<file path="config.mk">
export PLATFORM = sky130hd
export DESIGN_NAME = serial_subtractor
export DESIGN_NICKNAME = d
export VERILOG_FILES = /design/src/rtl/serial_arith_pkg.sv /design/src/rtl/full_subtractor.sv /design/src/rtl/serial_subtractor.sv
export SDC_FILE = /design/constraint.sdc
export NUM_CORES = 1
export LEC_CHECK = 0
export ABC_AREA = 0
export CAP_MARGIN = 40
export CORE_UTILIZATION = 28
export DETAILED_ROUTE_END_ITERATION = 8
export HOLD_SLACK_MARGIN = 0.05
export PLACE_DENSITY = 0.52
export SLEW_MARGIN = 20
export SYNTH_ARGS = -nofsm -noshare
export SYNTH_HDL_FRONTEND = slang
export SYNTH_SLANG_ARGS = --single-unit
</file>
<file path="constraint.sdc">
create_clock -name clk -period 3.21 [get_ports clk]
set_input_delay 0.963 -clock clk [delete_from_list [all_inputs] [get_ports clk]]
set_output_delay 0.963 -clock clk [all_outputs]
set_load 0.005 [all_outputs]
</file>
<file path="src/rtl/serial_arith_pkg.sv">
// Shared types and constants for the bit-serial arithmetic units.
// FSM state encoding, default operand width and counter sizing.
package serial_arith_pkg;

    typedef enum logic [1:0] {
        IDLE = 2'd0,
        RUN  = 2'd1,
        DONE = 2'd2
    } state_t;

    localparam int WIDTH_DEF = 8;

    function automatic int cnt_width(input int w);
        return $clog2(w + 1);
    endfunction

endpackage

</file>
<file path="src/rtl/full_subtractor.sv">
// One-bit full subtractor built from gate primitives.
// d = x^y^bin, bout = ~x&y | ~x&bin | y&bin.
module full_subtractor (
    output logic d,
    output logic bout,
    input  logic x,
    input  logic y,
    input  logic bin
);

    logic nx;
    logic t1;
    logic t2;
    logic t3;

    xor g_d  (d, x, y, bin);
    not g_nx (nx, x);
    and g_t1 (t1, nx, y);
    and g_t2 (t2, nx, bin);
    and g_t3 (t3, y, bin);
    or  g_bo (bout, t1, t2, t3);

endmodule

</file>
<file path="src/rtl/serial_subtractor.sv">
// LSB-first bit-serial subtractor producing a-b in WIDTH clocks.
// Define SERIAL_SUB_OVERFLOW_EN to add the signed overflow output.
module serial_subtractor
    import serial_arith_pkg::*;
#(
    parameter int WIDTH = WIDTH_DEF
) (
    input  logic             clk,
    input  logic             rst,
    input  logic             start,
    input  logic [WIDTH-1:0] a,
    input  logic [WIDTH-1:0] b,
    output logic             busy,
    output logic             done,
    output logic [WIDTH-1:0] diff,
    output logic             borrow_out
`ifdef SERIAL_SUB_OVERFLOW_EN
    ,
    output logic             overflow
`endif
);

    localparam int CW = cnt_width(WIDTH);
    localparam logic [CW-1:0] LAST = CW'(WIDTH - 1);

    state_t           state;
    logic [WIDTH-1:0] xs;
    logic [WIDTH-1:0] ys;
    logic [WIDTH-1:0] res;
    logic [CW-1:0]    cnt;
    logic             bin;
    logic             d;
    logic             bout;

`ifdef SERIAL_SUB_OVERFLOW_EN
    logic amsb;
    logic bmsb;
`endif

    full_subtractor u_fs (
        .d    (d),
        .bout (bout),
        .x    (xs[0]),
        .y    (ys[0]),
        .bin  (bin)
    );

    always_ff @(posedge clk) begin
        if (rst) begin
            state      <= IDLE;
            busy       <= 1'b0;
            done       <= 1'b0;
            xs         <= '0;
            ys         <= '0;
            res        <= '0;
            cnt        <= '0;
            bin        <= 1'b0;
            diff       <= '0;
            borrow_out <= 1'b0;
`ifdef SERIAL_SUB_OVERFLOW_EN
            amsb       <= 1'b0;
            bmsb       <= 1'b0;
            overflow   <= 1'b0;
`endif
        end else begin
            done <= 1'b0;
            unique case (state)
                IDLE, DONE: begin
                    if (start) begin
                        state <= RUN;
                        busy  <= 1'b1;
                        xs    <= a;
                        ys    <= b;
                        bin   <= 1'b0;
                        cnt   <= '0;
`ifdef SERIAL_SUB_OVERFLOW_EN
                        amsb  <= a[WIDTH-1];
                        bmsb  <= b[WIDTH-1];
`endif
                    end else begin
                        state <= IDLE;
                    end
                end
                RUN: begin
                    res <= {d, res[WIDTH-1:1]};
                    xs  <= xs >> 1;
                    ys  <= ys >> 1;
                    bin <= bout;
                    cnt <= cnt + CW'(1);
                    // final step: publish the completed word and borrow
                    if (cnt == LAST) begin
                        state      <= DONE;
                        busy       <= 1'b0;
                        done       <= 1'b1;
                        diff       <= {d, res[WIDTH-1:1]};
                        borrow_out <= bout;
`ifdef SERIAL_SUB_OVERFLOW_EN
                        overflow   <= (amsb != bmsb) && (d != amsb);
`endif
                    end
                end
                default: begin
                    state <= IDLE;
                    busy  <= 1'b0;
                end
            endcase
        end
    end

endmodule
</file>
### Yosys cells after proc, flatten, opt, wreduce, memory -nomap -nowiden

Cells that the tools add are included.
W data, S select, Z words.

| word-level totals | value |
|---|---|
| input port bits | 19 |
| register bits after elaboration | 42 |

| operators by class | value |
|---|---|
| reduce and logical (&&, ||, !) cells | 9 |
| equality and inequality tests | 5 |
| bitwise gates (word level) | 5 |
| muxes and demuxes | 15 |
| add/subtract/negate cells | 1 |

Operator list:

| operator | number |
|---|---|
| $pmux W8 S2 | 2 |
| $mux W8 | 2 |
| $pmux W4 S2 | 1 |
| $reduce_and A2 Y1 | 3 |
| $mux W1 | 5 |
| $add A4 B1 Y4 const B | 1 |
| $eq A4 B3 Y1 const B | 1 |
| $mux W4 | 1 |
| $ne A2 B2 Y1 const B | 2 |
| $pmux W1 S2 | 2 |
| $pmux W2 S2 | 1 |
| $reduce_or A2 Y1 | 2 |
| $and A1 B1 Y1 | 3 |
| $reduce_or A3 Y1 | 1 |
| $reduce_xor A3 Y1 | 1 |
| $eq A2 B1 Y1 const B | 1 |
| $eq A2 B2 Y1 const B | 1 |
| $logic_not A2 Y1 | 1 |
| $mux W2 | 1 |
| $not A1 Y1 | 2 |
| $reduce_bool A2 Y1 | 1 |

### Logic depth before layout (Yosys ltp)

| depth | value |
|---|---|
| word-level depth | 4 |
| mapped depth | 5 |
| depth with buffers taken out | 4 |

### Hierarchy

From an unflattened synthesis, not the netlist that was laid out.

| second synthesis, totals | value |
|---|---|
| cells, all modules | 189 |
| area, all modules | 1,635.3 µm² |

Modules (own cells, without submodules):

| module | seq. area each (µm²) | times used | area an instance (µm²) | cells each |
|---|---|---|---|---|
| serial_subtractor | 820.8 | 1 | 1,607.8 | 186 |
| full_subtractor | 0.0 | 1 | 27.5 | 3 |

### Least setup slack after synthesis

OpenSTA, ideal clock, no wires.

| path | value |
|---|---|
| path kind | input port to flip-flop |
| start | input start |
| end | register xs[1] |
| buffers on the path | 2 |
| required time | 3.078 ns |
| setup slack | 1.483 ns |
| library setup time | 0.132 ns |
| stages | 5 |
| arrival | 1.595 ns |
| cell sequence | nor2b_1 -> buf_2 -> buf_4 -> a22oi_1 -> a21oi_1 |

| between the ends | value |
|---|---|
| word-level cells in the longest chain between the ends | 2 |

RTL lines:

| element | line | RTL |
|---|---|---|
| start, declared | serial_subtractor.sv:10 | `input logic start,` |
| $ne A2 B2 Y1 (no source line) | - |  |
| $reduce_and A2 Y1 (no source line) | - |  |
| end signal, assigned | serial_subtractor.sv:86 | `xs <= xs >> 1;` |
| end, declared | serial_subtractor.sv:27 | `logic [WIDTH-1:0] xs;` |

No other way between the ends.
A chain may end at the register's enable or synchronous reset.

### Final worst setup path

| path | value |
|---|---|
| start | input start |
| end | register ys[4] |

| between the ends | value |
|---|---|
| word-level cells in the longest chain between the ends | 2 |

RTL lines:

| element | line | RTL |
|---|---|---|
| $ne A2 B2 Y1 (no source line) | - |  |
| $reduce_and A2 Y1 (no source line) | - |  |
| end signal, assigned | serial_subtractor.sv:87 | `ys <= ys >> 1;` |
| end, declared | serial_subtractor.sv:28 | `logic [WIDTH-1:0] ys;` |

No other way between the ends.

==> metrics <==
pre-CTS WS 0.586 ns; Pwr Total 0.995 mW; initial DRC count 83; Cell Area, Placed 0.00196 mm²; worst-margin pin slew 0.744 ns; Syn Area/Cell 8.84 µm²; VDD IR-drop max 0.000149 V; Worst Setup SP start; Hold Fails Final Rpt 0; final period utilization 72.5%; Root Driver clkbuf_8; area of the mapped netlist 0.00164 mm²; Worst-Skew Late Latency 0.30 ns; post-layout util 36.7%; hpwl dp 2300 µm; Die W 78.6 µm; DRT Pass-1 Iters 4; top cell type's share of synthesized area 49.9%; CP Max Fanout 10; Multi-input gate area 708 µm²; clk_skew 0.0123 ns; post-route setup slack 0.882 ns; Setup Buffers After CTS 0; fin crit period 2.33 ns; RSZ-0062 raised after global routing false; Sequential Area 821 µm²; Post-Syn Nets 207; HP Class reg2reg; Residual DRC 0; Total Nets Final 230; finished layout cell area 0.00204 mm²; initial antenna violation count 0; Slew Limit Headroom 50.4%; clock buffer count from CTS 5; die area 0.00618 mm²; PortBufs 29; Fillers 577; run status finished clean; synth unique cells 28; drt total wl 3620 µm; placed insts 274; Reg clk slew, reported paths 0.07 ns; # IOs 30; fin cells 281; DR WL/cell 12.9 µm; CP Class in2reg; most area-hungry cell type in the Yosys netlist dfxtp_1; DR vias/cell 4.94; H-tree depth 2; # rows 27; core box area 0.00557 mm²; layout cells sized above 1 7.18%; CP endpoint kind flip-flop; maxcap violations 0; Resize count post-CTS 0; Max clock buf depth 2; cell count after synthesis 186; Pwr Density 487 mW/mm²; global route overflow 0; pin count of the biggest net entering global routing 25; Synth area leaders dfxtp_1 (50%), a21oi_1 (11%), nand3_1 (8.2%); Die Y 78.6 µm; Async SR Flop Fraction 0%; crit path launch type primary input; worst path arrival time 2.54 ns; ys flop type dfxtp_1; Min-Delay Startpoint res[1]$_SDFFE_PP0P_; Syn. warnings 0; Setup TNS 0 ns; sequential area share after synthesis 49.9%; #FFs+latches synth 41; via count 1389; All-Layer GR Usage 12.8%; EDFF count, synth 0; Worst Path Required 3.42 ns; Leakage Power 0.686 nW; CTS tree done; post-route ant nets 0; n_diodes 0; Hold Slack 0.457 ns; vias in the first global route 1267; hold-fix buffer count after cts 0; TritonCTS Sinks 41; GP Congestion 0.679; first-pass GRT wire length 6070 µm; r2r startpoint state[1]$_SDFFE_PP0P_; initial core utilization 29.5%; final setup fails 0; P&R area growth vs syn 24.4%; Slew Viols, Final 0; f_max 0.430 GHz
## report_power, final
part / total [mW] / switching [mW] / internal (mW)
Combinational: 0.113 / 0.0628 / 0.0502
Sequential: 0.540 / 0.0119 / 0.528
Clock: 0.342 / 0.171 / 0.171
Total: 0.995 / 0.246 / 0.749
## layout by cell type, fill, tap and decap left out
cell	count
nor3b_1	1
nand3_1	27
clkdlybuf4s50_1	29
inv_1	1
a22oi_1	14
nand3b_1	1
mux2_2	1
nand4_1	1
and3b_1	1
o21ai_0	8
a21oi_1	36
and2b_1	1
ha_1	1
clkbuf_8	6
nand2_1	16
buf_4	6
a211oi_1	1
clkbuf_1	1
fa_1	1
nor2b_1	1
nor3_1	3
mux2_4	1
o21a_1	1
a311oi_1	1
nand2b_1	3
a211oi_2	1
dfxtp_1	41
nor2_1	4
## layer usage
| layer | wire length, µm | track usage [%] | vias to the layer above |
|---|---|---|---|
| met2 | 1600 | 19.1 | 34 |
| met5 | 0 | 0 | - |
| met1 | 1770 | 17.0 | 646 |
| met3 | 178 | 3.60 | 5 |
| met4 | 70 | 5.56 | 0 |
| li1 | - | - | 704 |
## Yosys cell counts, types with 2 or more instances
master	instances
dfxtp_1	41
a21oi_1	36
nand3_1	27
nand2_1	16
a22oi_1	14
buf_2	8
o21ai_0	8
clkbuf_1	6
nor2_1	4
buf_6	3
nand2b_1	3
nor3_1	3
buf_4	2
## registers in the layout, indices dropped and copies added, names as in the netlist
signal and cells:
diff 8, res 7, borrow_out 1, cnt 4, state 2, bin 1, xs 8, done 1
ys 8, busy 1
## final timing paths
check | end | slack, ns | depth (start not counted)
worst max-delay path | ys[4]$_SDFFE_PP0P_ | 0.88 | 5
worst min-delay path | res[1]$_SDFFE_PP0P_ | 0.46 | 2
worst max register to register | cnt[2]$_SDFFE_PP0P_ | 1.45 | 4
worst min register to register | res[1]$_SDFFE_PP0P_ | 0.46 | 2
## worst max-delay path, stage by stage
cell	delay, ns
clkdlybuf4s50_1	0.47
nor2b_1	0.59
buf_4	0.28
a22oi_1	0.08
a21oi_1	0.14
## final cells by class
cell class | instances | area share, %
Tap cell | 72 | 4.41
Timing Repair Buffer | 35 | 16.4
Sequential cell | 41 | 40.1
Inverter | 1 | 0.184
Clock buffer | 7 | 4.22
Multi-Input combinational cell | 125 | 34.6
## cells by family (layout without fill, tap and decap cells)
family	count (synthesis)	after routing	share of synthesized area [%]
buf+inv	20	43	7.00
flops	41	41	49.9
simple gates	59	59	17.5
compound gates	62	62	22.0
mux	2	2	1.60
fa+ha+maj	2	2	1.98
No activity file was read; power rests on OpenSTA's default activity.
